File: src/rtl/ac97_cmd_arbiter.sv
// ac97_cmd_arbiter: two-requester, frame-synchronous arbiter for AC97 codec register commands.
// Read-back tracking (WAIT_RD state, response timeout) exists only when AC97_READBACK_EN is defined.
module ac97_cmd_arbiter #(
   parameter int unsigned ReadTimeoutFrames = 4
) (
   input  logic        i_ac97_bit_clock,
   input  logic        i_reset,
   input  logic        i_frame_start,
   input  logic [1:0]  i_req,
   input  logic [1:0]  i_rd_wr,
   input  logic [6:0]  i_addr0,
   input  logic [6:0]  i_addr1,
   input  logic [15:0] i_data0,
   input  logic [15:0] i_data1,
   input  logic        i_status_valid,
   input  logic [6:0]  i_status_addr,
   input  logic [15:0] i_status_data,
   output logic [1:0]  o_ack,
   output logic [19:0] o_slot_addr,
   output logic [19:0] o_slot_data,
   output logic        o_slot_valid,
   output logic [1:0]  o_rd_valid,
   output logic [15:0] o_rd_data,
   output logic        o_rd_timeout,
   output logic        o_busy
);

`ifdef AC97_READBACK_EN
   typedef enum logic [1:0] {StIdle, StIssue, StWaitRd} state_e;
   localparam logic [3:0] TimeoutLast = 4'(ReadTimeoutFrames - 1);
`else
   typedef enum logic [1:0] {StIdle, StIssue} state_e;
`endif

   state_e      r_state, w_state_next;
   logic        r_last, w_last_next;
   logic [1:0]  r_ack, w_ack_next;
   logic [19:0] r_slot_addr, w_slot_addr_next;
   logic [19:0] r_slot_data, w_slot_data_next;
   logic        r_slot_valid, w_slot_valid_next;

   logic        w_arb;
   logic        w_gnt_id;
   logic        w_gnt_rd;
   logic [6:0]  w_gnt_addr;
   logic [15:0] w_gnt_data;

`ifdef AC97_READBACK_EN
   logic        r_is_rd, w_is_rd_next;
   logic        r_rd_who, w_rd_who_next;
   logic [6:0]  r_rd_addr, w_rd_addr_next;
   logic [3:0]  r_cnt, w_cnt_next;
   logic [1:0]  r_rd_valid, w_rd_valid_next;
   logic [15:0] r_rd_data, w_rd_data_next;
   logic        r_rd_timeout, w_rd_timeout_next;
`else
   logic        w_unused_status;
   assign w_unused_status = ^{i_status_valid, i_status_addr, i_status_data};
`endif

   // On contention the requester not granted last wins; otherwise whoever is asking.
   always_comb begin
      w_gnt_id   = (i_req == 2'b11) ? ~r_last : i_req[1];
      w_gnt_rd   = w_gnt_id ? i_rd_wr[1] : i_rd_wr[0];
      w_gnt_addr = w_gnt_id ? i_addr1 : i_addr0;
      w_gnt_data = w_gnt_id ? i_data1 : i_data0;
   end

   always_comb begin
      w_state_next      = r_state;
      w_last_next       = r_last;
      w_ack_next        = 2'b00;
      w_slot_addr_next  = r_slot_addr;
      w_slot_data_next  = r_slot_data;
      w_slot_valid_next = r_slot_valid;
      w_arb             = 1'b0;
`ifdef AC97_READBACK_EN
      w_is_rd_next      = r_is_rd;
      w_rd_who_next     = r_rd_who;
      w_rd_addr_next    = r_rd_addr;
      w_cnt_next        = r_cnt;
      w_rd_valid_next   = 2'b00;
      w_rd_data_next    = r_rd_data;
      w_rd_timeout_next = r_rd_timeout;
`endif

      case (r_state)
         StIdle: w_arb = i_frame_start;
         StIssue: begin
`ifdef AC97_READBACK_EN
            if (i_frame_start && r_is_rd) begin
               w_state_next      = StWaitRd;
               w_cnt_next        = 4'd0;
               w_slot_addr_next  = 20'h00000;
               w_slot_data_next  = 20'h00000;
               w_slot_valid_next = 1'b0;
            end else
`endif
            w_arb = i_frame_start;
         end
`ifdef AC97_READBACK_EN
         StWaitRd: begin
            // A matching status wins over a coincident frame start, which may then arbitrate.
            if (i_status_valid && (i_status_addr == r_rd_addr)) begin
               w_rd_valid_next   = r_rd_who ? 2'b10 : 2'b01;
               w_rd_data_next    = i_status_data;
               w_rd_timeout_next = 1'b0;
               w_state_next      = StIdle;
               w_arb             = i_frame_start;
            end else if (i_frame_start) begin
               w_slot_addr_next  = 20'h00000;
               w_slot_data_next  = 20'h00000;
               w_slot_valid_next = 1'b0;
               if (r_cnt == TimeoutLast) begin
                  w_rd_valid_next   = r_rd_who ? 2'b10 : 2'b01;
                  w_rd_data_next    = 16'hFFFF;
                  w_rd_timeout_next = 1'b1;
                  w_state_next      = StIdle;
               end else begin
                  w_cnt_next = r_cnt + 4'd1;
               end
            end
         end
`endif
         default: w_state_next = StIdle;
      endcase

      if (w_arb) begin
         if (i_req != 2'b00) begin
            w_state_next      = StIssue;
            w_last_next       = w_gnt_id;
            w_ack_next        = w_gnt_id ? 2'b10 : 2'b01;
            w_slot_addr_next  = {w_gnt_rd, w_gnt_addr, 12'h000};
            w_slot_data_next  = w_gnt_rd ? 20'h00000 : {w_gnt_data, 4'h0};
            w_slot_valid_next = 1'b1;
`ifdef AC97_READBACK_EN
            w_is_rd_next      = w_gnt_rd;
            w_rd_who_next     = w_gnt_id;
            w_rd_addr_next    = w_gnt_addr;
`endif
         end else begin
            w_state_next      = StIdle;
            w_slot_addr_next  = 20'h00000;
            w_slot_data_next  = 20'h00000;
            w_slot_valid_next = 1'b0;
         end
      end
   end

   always_ff @(posedge i_ac97_bit_clock) begin
      if (i_reset) begin
         r_state      <= StIdle;
         r_last       <= 1'b1;
         r_ack        <= 2'b00;
         r_slot_addr  <= 20'h00000;
         r_slot_data  <= 20'h00000;
         r_slot_valid <= 1'b0;
      end else begin
         r_state      <= w_state_next;
         r_last       <= w_last_next;
         r_ack        <= w_ack_next;
         r_slot_addr  <= w_slot_addr_next;
         r_slot_data  <= w_slot_data_next;
         r_slot_valid <= w_slot_valid_next;
      end
   end

`ifdef AC97_READBACK_EN
   always_ff @(posedge i_ac97_bit_clock) begin
      if (i_reset) begin
         r_is_rd      <= 1'b0;
         r_rd_who     <= 1'b0;
         r_rd_addr    <= 7'h00;
         r_cnt        <= 4'd0;
         r_rd_valid   <= 2'b00;
         r_rd_data    <= 16'h0000;
         r_rd_timeout <= 1'b0;
      end else begin
         r_is_rd      <= w_is_rd_next;
         r_rd_who     <= w_rd_who_next;
         r_rd_addr    <= w_rd_addr_next;
         r_cnt        <= w_cnt_next;
         r_rd_valid   <= w_rd_valid_next;
         r_rd_data    <= w_rd_data_next;
         r_rd_timeout <= w_rd_timeout_next;
      end
   end

   assign o_rd_valid   = r_rd_valid;
   assign o_rd_data    = r_rd_data;
   assign o_rd_timeout = r_rd_timeout;
`else
   assign o_rd_valid   = 2'b00;
   assign o_rd_data    = 16'h0000;
   assign o_rd_timeout = 1'b0;
`endif

   assign o_ack        = r_ack;
   assign o_slot_addr  = r_slot_addr;
   assign o_slot_data  = r_slot_data;
   assign o_slot_valid = r_slot_valid;
   assign o_busy       = (r_state != StIdle);

endmodule

File: config.mk
export PLATFORM = sky130hd
export DESIGN_NAME = ac97_cmd_arbiter
export DESIGN_NICKNAME = d
export VERILOG_FILES = /design/src/rtl/ac97_cmd_arbiter.sv
export SDC_FILE = /design/constraint.sdc
export NUM_CORES = 1
export LEC_CHECK = 0
export ABC_AREA = 1
export CELL_PAD_IN_SITES_DETAIL_PLACEMENT = 1
export CELL_PAD_IN_SITES_GLOBAL_PLACEMENT = 1
export CORE_ASPECT_RATIO = 1.2
export CORE_MARGIN = 4
export CORE_UTILIZATION = 19
export CTS_BUF_LIST = sky130_fd_sc_hd__clkbuf_4
export DETAILED_ROUTE_END_ITERATION = 6
export PLACE_DENSITY = 0.78
export SETUP_SLACK_MARGIN = 0.15
export SYNTH_ARGS = -nofsm -noshare
export SYNTH_HDL_FRONTEND = slang
export SYNTH_SLANG_ARGS = --single-unit
File: constraint.sdc
create_clock -name i_ac97_bit_clock -period 1.2 [get_ports i_ac97_bit_clock]
set_clock_uncertainty 0.15 [all_clocks]
set_input_delay 0.12 -clock i_ac97_bit_clock [delete_from_list [all_inputs] [get_ports i_ac97_bit_clock]]
set_output_delay 0.12 -clock i_ac97_bit_clock [all_outputs]
set_load 0.01 [all_outputs]
[Yosys cells after proc, flatten, opt, wreduce, memory -nomap -nowiden]
Cells that the tools add are included.
Word-level totals
  register bits after elaboration: 46
  input bits: 77
  output and inout bits: 63
Cells by class
  eq/ne operators: 3
  multiplexer cells: 13
  bitwise logic cells: 3
  reduce and logical (&&, ||, !) cells: 6
Operator list (count)
  $mux 20: 3
  $mux 16: 1
  $mux 7: 1
  $mux 2: 3
  $mux 1: 5
  $reduce_bool 2->1: 2
  $not 1->1: 3
  $reduce_or 3->1: 1
  $eq 2x1->1 const B: 1
  $eq 2x2->1 const B: 1
  $logic_not 2->1: 1
  $ne 2x1->1 const B: 1
  $reduce_and 2->1: 1
  $reduce_or 2->1: 1

[Longest topological paths before layout]
Gate-level depths: netlist of the first run.
  depth after elaboration: 5
  depth in mapped cells: 7
  mapped depth without buffers: 6

[Least setup slack after synthesis of the first run]
OpenSTA, ideal clock, no wires.
  path type: reg-to-reg
  from: reg r_last
  to: reg r_slot_addr[17] (netlist: o_slot_addr[17])
  setup time: 132 ps
  data arrival time: 894 ps
  data required time: 918 ps
  setup slack: 24 ps
  cell stages (with the launch flop): 7
  buffers on the path: 1
  clock period less this slack: 1176 ps
  cells stage by stage: dfxtp_1 > nand2_4 > nand2_4 > buf_2 > nand2_1 > o211ai_1 > a21oi_1
On the way
  longest elaborated chain between the ends: 4
Ends and longest elaborated chain
  from (decl): RTL line 36  | logic r_last, w_last_next;
  from (signal assigned): RTL line 160  | r_last <= w_last_next;
  $not 1->1: RTL line 63  | w_gnt_id = (i_req == 2'b11) ? ~r_last : i_req[1];
  $mux 1: RTL line 63
  $mux 7: RTL line 65  | w_gnt_addr = w_gnt_id ? i_addr1 : i_addr0;
  $mux 20: RTL line 129  | if (i_req != 2'b00) begin
  to (signal assigned): RTL line 162  | r_slot_addr <= w_slot_addr_next;
  to (decl): RTL line 38  | logic [19:0] r_slot_addr, w_slot_addr_next;
Every way passes these cells.
A chain may end at the register's enable or synchronous reset.

[Final worst setup path of the first run]
  from: reg r_last
  to: reg r_slot_data[11] (netlist: o_slot_data[11])
On the way
  longest elaborated chain between the ends: 5
Ends and longest elaborated chain
  $not 1->1 (*): RTL line 63
  $mux 1 (*): RTL line 63
  $mux 16 or $mux 1 (tied branches): RTL line 66, 64
  $mux 20 (*): RTL line 134  | w_slot_data_next = w_gnt_rd ? 20'h00000 : {w_gnt_data, 4'h0};
  $mux 20 (*): RTL line 129
  to (signal assigned): RTL line 163  | r_slot_data <= w_slot_data_next;
  to (decl): RTL line 39  | logic [19:0] r_slot_data, w_slot_data_next;
Every way passes the cells marked *; elsewhere a longest branch is shown, timed or not.

==> impl_summary.md, run 1 <==
Detailed routing
Dividing the detail-routed wire length by the instance count gives 14.2 um. Across all layers, the routed design uses 1855 vias. After detailed routing, the number of remaining DRC violations is 0. After the first detailed-routing iteration, the DRC count stood at 59. In this run the remaining antenna-violating nets after routing total 0. Using the TritonRoute via totals, the vias-per-cell ratio works out to 4.11. For this run, the detailed router's first-pass iteration total came to 4. The total length of routed wires is 6400 um.

Setup path
The critical path's slowest cell is dfxtp_4. For the worst setup path, the data arrival time is 1.42 ns. The worst register-to-register path has a setup slack of -0.12 ns. The largest driver fanout on the critical path is 5. The signal on the critical path passes through nand2_8 -> buf_6 -> nand3_4 -> nand2_8 -> nand3_2 -> a21oi_2. The endpoint of the lowest-slack register-to-register path is o_slot_data[11]$_SDFFE_PP0P_. The required time of the worst setup path is 1.30 ns. The library cell appearing most often on the critical path is nand2_8. The critical path is of the flip-flop to flip-flop type. Following the worst setup path forward leads to its endpoint at o_slot_data[11]$_SDFFE_PP0P_. For the worst flop-to-flop path, the logic depth is 6.

The worst setup path is captured at a flip-flop. The critical path startpoint is r_last$_SDFFE_PP1P_. The worst reg2reg path startpoint is r_last$_SDFFE_PP1P_.

The worst setup path is launched from a flip-flop. On the worst path, the slowest cell contributes a delay of 0.38 ns.

Place
The number of buffer cells added on primary ports is 80. Prior to clock tree synthesis, the placed netlist has a worst setup slack of -0.504 ns. The total instance count after detailed placement is 431. The global placer's final weighted congestion is 0.719. The sum of net half-perimeters after detailed placement is 4690 um. The placement-stage cell area is 0.00257 sq mm.

Final layout
Summing all multi-input logic gate instances after layout gives 0.00103 sq mm. In the final layout, flip-flops and latches occupy 616 sq um. The filler-free cell count of the finished design is 451. The fill cell total of the finished layout is 1000.

The diode insertion count for antenna repair is 0. After the last flow step, the layout net total stands at 410. The area growth from synthesis to layout is 82.1%. Measured on the finished design, the core utilization comes to 35.5%. The final instance area is 0.00304 sq mm.

In the final layout, the share of cells above drive strength 1 is 39.8%.

Global routing
After global routing the overflow that remains totals 0. The number of global-route vias before repair is 1892. Entering global routing, the biggest net connects 27 pins.

Across every metal layer, demand over resource in global routing totals 12.0%. The first global-routing pass estimated 9790 um of wire. The number of antenna violations at the first check in global routing is 0.

Job
The number of max-capacitance violations reported is 0.

Yosys
After synthesis the cells add up to 0.00167 sq mm. The number of library cell types mapped by synthesis is 20. The total of flip-flops plus latches after synthesis is 29. The cell count after synthesis is 232.

The portion of the post-synthesis area used by sequential elements is 34.8%. The dominant synthesized flop cell is dfxtp_1. Yosys printed 0 warnings. The mean cell area of the mapped netlist is 7.19 sq um. Counting flops with a built-in enable in the synthesized netlist gives 0. The share of flip-flops with an asynchronous set or reset is 0%.

Timing
The post-route fraction of the period consumed by the critical path is 110%. Setup violations remaining at the end of the flow were counted as 24. The achievable clock frequency is 760 MHz. Counting I/O delays and the setup requirement, the final critical path takes 1.32 ns. Setup repair after global routing could not meet its margin everywhere. The number of pins exceeding their max-slew limit in the final report came to 0. The minimum setup slack in the final design is -0.115 ns.

The final count of hold timing violations is 0.

Clock network
The clock drives 29 sinks. Buffers inserted during clock tree synthesis total 5. TritonCTS built the clock tree.

The longest clock path from root to sink contains 2 buffers. At the later pin of the worst-skew pair, clock insertion delay measures 0.31 ns. The clock slew seen by the registers of the worst setup and hold paths is 0.11 ns. CTS placed an instance of clkbuf_4 at the clock tree root.

The clock tree synthesis step divided the H-tree into 2 levels.

Power
IR analysis of the VDD net gives a maximum drop of 0.319 mV. The power density relative to cell area is 830 mW/mm^2. For this design the static power due to leakage is 1.32 nW.

Outcome
The checks that failed: setup timing. The flow ran to the end, but the final reports show violations.

Floorplanning
The region available for standard cell placement spans 0.00856 sq mm. The die covers 0.0103 sq mm. The count of boundary I/O pins is 140.

The floorplan step set the die width to 93.5 um. The initial cell density of the core is 19.5%. The row count is 37.

Measured along the y axis, the die boundary spans 111 um.

Min path
The worst hold path begins at i_frame_start. The min-delay analysis places its worst path in the category input port to flip-flop.
==> critical path, delay by kind of cell, from the launching register on <==
family	cells	cell delay [ns]
buf+inv	1	0.11
flops	1	0.38
compound gates	1	0.16
simple gates	4	0.44
==> flip-flops by register name (all words and copies together), names as in the netlist <==
| name | cells |
|---|---|
| o_slot_data | 16 |
| o_slot_valid | 1 |
| r_state | 1 |
| o_slot_addr | 8 |
| r_last | 1 |
| o_ack | 2 |
==> placed cells by master, fill, tap and decap left out <==
master	instances
nand3_4	2
inv_2	1
buf_4	16
nor2_1	1
buf_12	6
dlygate4sd2_1	2
o211ai_1	7
inv_1	10
nand2_8	4
nor2_8	1
nand3_1	23
clkinv_2	2
nor2_4	1
dfxtp_2	25
a21oi_2	11
a21oi_1	13
nor2_2	1
clkdlybuf4s15_2	2
nor3_1	1
dfxtp_1	3
dfxtp_4	1
clkdlybuf4s50_1	49
conb_1	35
buf_2	1
buf_6	28
nand2_2	10
o21ai_1	1
bufbuf_16	1
nand2_1	55
dlymetal6s2s_1	1
clkbuf_4	6
nand2_4	2
buf_8	1
nand3_2	11
==> cells by family after synthesis <==
kind of cell           synth area share (%)
AND/OR/NAND/NOR                        30.5
buffers and inverters                  23.6
AO/OA/AOI/OAI                          10.9
flip-flops                             34.8
other                                 0.225
==> metal layers <==
metal | up-vias | GRT usage [%] | wire length [um]
met3 | 9 | 3.68 | 514
met4 | 0 | 2.99 | 96
met5 | - | 0 | 0
met1 | 879 | 13.5 | 2350
li1 | 889 | - | -
met2 | 78 | 21.6 | 3430
==> what timing repair did <==
item                       CTS  global route
resized for setup          166            44
setup endpoints to repair   57            57
cloned                       3             0
hold buffers                 0             0
pin swaps                    9            17
setup buffers                4             5
==> synthesized netlist by cell type (2+ instances only) <==
master	instances	area, sq um
a21oi_1	23	115
buf_2	3	15.0
buf_4	38	285
buf_6	3	33.8
clkbuf_1	5	18.8
dfxtp_1	29	581
inv_1	10	37.5
nand2_1	65	244
nand2_4	3	33.8
nand3_1	36	180
nor2_1	2	7.51
o211ai_1	7	52.6
==> through the flow <==
step           hold WS [ns]  power, mW  TNS (ns)
2_1_floorplan         0.185       1.46         0
3_3_place_gp          0.304       1.74    -10.48
3_5_place_dp          0.307       1.76    -12.65
4_1_cts               0.305       2.48     -1.51
5_1_grt               0.240       2.68     -2.97
6_report              0.234       2.52     -1.56
==> cell type report <==
cell class,count,area share [%]
inverters,11,1.36
flip-flops and latches,29,20.3
clock buffers,6,1.48
well taps,117,4.82
multi-input cells,179,33.9
clock inverters,2,0.329
repair buffers,107,37.9
==> power breakdown <==
group / internal [mW] / switching, mW
logic: 0.450 / 0.411
registers: 1.02 / 0.0376
clock network: 0.246 / 0.359
total: 1.71 / 0.808
==> how the worst min path moves through the flow <==
stage / endpoint / slack (ns) / cells past startpoint
6_report: o_ack[0]$_SDFF_PP0_ / 0.23 / 6
3_3_place_gp: o_slot_addr[12]$_SDFFE_PP0P_ / 0.30 / 2
5_1_grt: o_ack[0]$_SDFF_PP0_ / 0.24 / 6
2_1_floorplan: o_slot_addr[12]$_SDFFE_PP0P_ / 0.19 / 2
3_5_place_dp: o_slot_addr[14]$_SDFFE_PP0P_ / 0.31 / 2
4_1_cts: o_slot_addr[14]$_SDFFE_PP0P_ / 0.30 / 3
No activity file was read; power rests on OpenSTA's default activity.
==> run 2: changes to the inputs <==
==> constraint.sdc (replaced) <==
create_clock -name i_ac97_bit_clock -period 1.2 [get_ports i_ac97_bit_clock]
set_clock_uncertainty 0.15 [all_clocks]
set_input_delay 0.24 -clock i_ac97_bit_clock [delete_from_list [all_inputs] [get_ports i_ac97_bit_clock]]
set_output_delay 0.24 -clock i_ac97_bit_clock [all_outputs]
set_load 0.01 [all_outputs]
==> impl_summary.md, run 2 (synthesis results as in run 1) <==
Floorplanning
Row generation in the floorplan step produced 37 rows. For this configuration, the core starts out at a cell density of 19.5%. For this design the top-level I/O count stands at 140. The height of the die is 111 um. The region available for standard cell placement spans 0.00856 sq mm. The die width is 93.5 um.

The die covers 0.0103 sq mm.

Setup path
The worst setup path is captured at a flip-flop. STA puts the critical path data required time at 1.30 ns. STA classifies the critical path startpoint as a flip-flop.

The type of the worst setup path is flip-flop to flip-flop. The largest driver fanout on the critical path is 4. Data on the critical path arrives at its endpoint at 1.40 ns.

Outcome
The checks that failed: setup timing. The run finished, with violations left.

Detailed routing
Dividing the detail-routed via count by the number of cells gives 4.07. The initial detailed-routing violation count is 53. The wire length per cell after detailed routing is 14.1 um. The detailed-routing iteration count for the pre-antenna-repair pass is 4. The count of antenna-violating nets left after detailed routing is 0. Across all layers, the routed design uses 1849 vias. Summed over all layers, the routed wires come to 6380 um. In the routed design, unresolved DRC markers number 0.

Job
The number of max-capacitance violations reported is 0.

Clock network
The clock latency of the later-clocked register in the worst-skew pair is 0.31 ns. The clock sink count is 29. In this run the number of H-tree levels came out at 2.

After clock tree synthesis, the clock-pin slew on the worst setup and hold paths is 0.09 ns. TritonCTS built the clock tree. The number of hold buffers added after CTS was 0. The root cell of the clock tree is clkbuf_4.

In this run, CTS created clock tree buffers numbering 5. The number of buffers on the longest clock path is 2.

Timing
The post-route fraction of the period consumed by the critical path is 108%. Setup repair after global routing could not meet its margin everywhere. The final critical-path required period is 1.29 ns. The final count of hold timing violations was 0.

The number of pins exceeding their max-slew limit in the final report was 0. The final setup TNS is -1.38 ns. For this run, the top clock speed supported by timing is 773 MHz. The setup-violating endpoint count in the final report is 22. The minimum setup slack in the final design is -0.0944 ns.

Global routing
The final global-route overflow total is 0. The number of antenna violations at the first check in global routing is 0. The number of global-route vias before repair was 1946. The first-pass GRT wire length is 9700 um. The total routing resource utilization after global routing is 11.9%. Entering global routing, the biggest net connects 18 pins.

Final layout
The area added between synthesis and finish is 79.1%. The top cell types in the final layout, fill and taps aside, are nand2_1 (61), clkdlybuf4s50_1 (48), conb_1 (35), buf_6 (34), dfxtp_2 (28). The most common cell after layout, fill and taps aside is nand2_1. The share of final-layout standard cells stronger than drive strength 1 is 39.8%.

The share of the core filled with cells is 34.9%. At the end of the flow, the number of nets in the layout was 413. The register with the most flip-flops in the layout has 16 of them. The repair_antennas step left the layout with diodes totalling 0.

Power
Power comes to 2.44 mW. The reported leakage power is 1.31 nW. Dividing total power by cell area gives a power density of 817 mW/mm^2.

IR analysis of the VDD net gives a maximum drop of 0.323 mV.

Place
The sum of net half-perimeters after detailed placement is 4860 um. The number of buffer cells added on primary ports is 80. The global placer's final weighted congestion is 0.760. OpenSTA, run right after detailed placement, puts the worst setup slack at -0.605 ns.

Min path
The worst hold-check path type is input port to flip-flop.
-- run 2: power by group --
group	internal [mW]	switching (mW)
clock network	0.212	0.337
logic	0.424	0.412
registers	1.02	0.0352
total	1.66	0.785
-- run 2: cell type report --
| type | count | area (sq um) |
|---|---|---|
| Clock buffer | 5 | 37.5 |
| Clock inverter | 3 | 12.5 |
| Fill cell | 1028 | 5580 |
| Inverter | 11 | 41.3 |
| Multi-Input combinational cell | 179 | 1020 |
| Sequential cell | 29 | 616 |
| Tap cell | 117 | 146 |
| Timing Repair Buffer | 110 | 1110 |
-- run 2: what timing repair did --
action / in CTS / in global routing
resized for setup: 183 / 40
setup endpoints to repair: 57 / 56
cloned: 3 / 1
pin swaps: 7 / 15
setup buffers: 2 / 4
-- run 2: worst paths after layout --
check	cells past startpoint	end	from	slack (ns)
worst max-delay path	6	o_slot_data[14]$_SDFFE_PP0P_	r_last$_SDFFE_PP1P_	-0.09
worst min-delay path	4	o_ack[0]$_SDFF_PP0_	i_req[1]	0.28
worst max register to register	6	o_slot_data[14]$_SDFFE_PP0P_	r_last$_SDFFE_PP1P_	-0.09
worst min register to register	2	o_slot_addr[15]$_SDFFE_PP0P_	o_slot_addr[15]$_SDFFE_PP0P_	0.32
-- run 2: per-stage QoR --
stage                     cell area (sq um)  hold slack [ns]  instances
after floorplan                        1810            0.305        266
after global placement                 2590            0.306        436
after CTS                              2770            0.249        449
after global routing                   2990            0.284        454
after detailed placement               2590            0.308        436
final                                  2990            0.279        454
-- run 2: routing by layer --
metal	track usage, %	share of wire [%]	up-vias
met3	3.81	8.5	10
met1	13.2	38	848
met5	0	0	-
met2	20.9	52	96
li1	-	-	895
met4	4.62	1.6	0
-- run 2: worst max-delay path, stage by stage, from the launching register on --
cell,delay [ns]
dfxtp_2,0.35
nand2_4,0.10
buf_6,0.11
nand3_4,0.14
nand2_4,0.16
nand3_2,0.08
a21oi_2,0.13
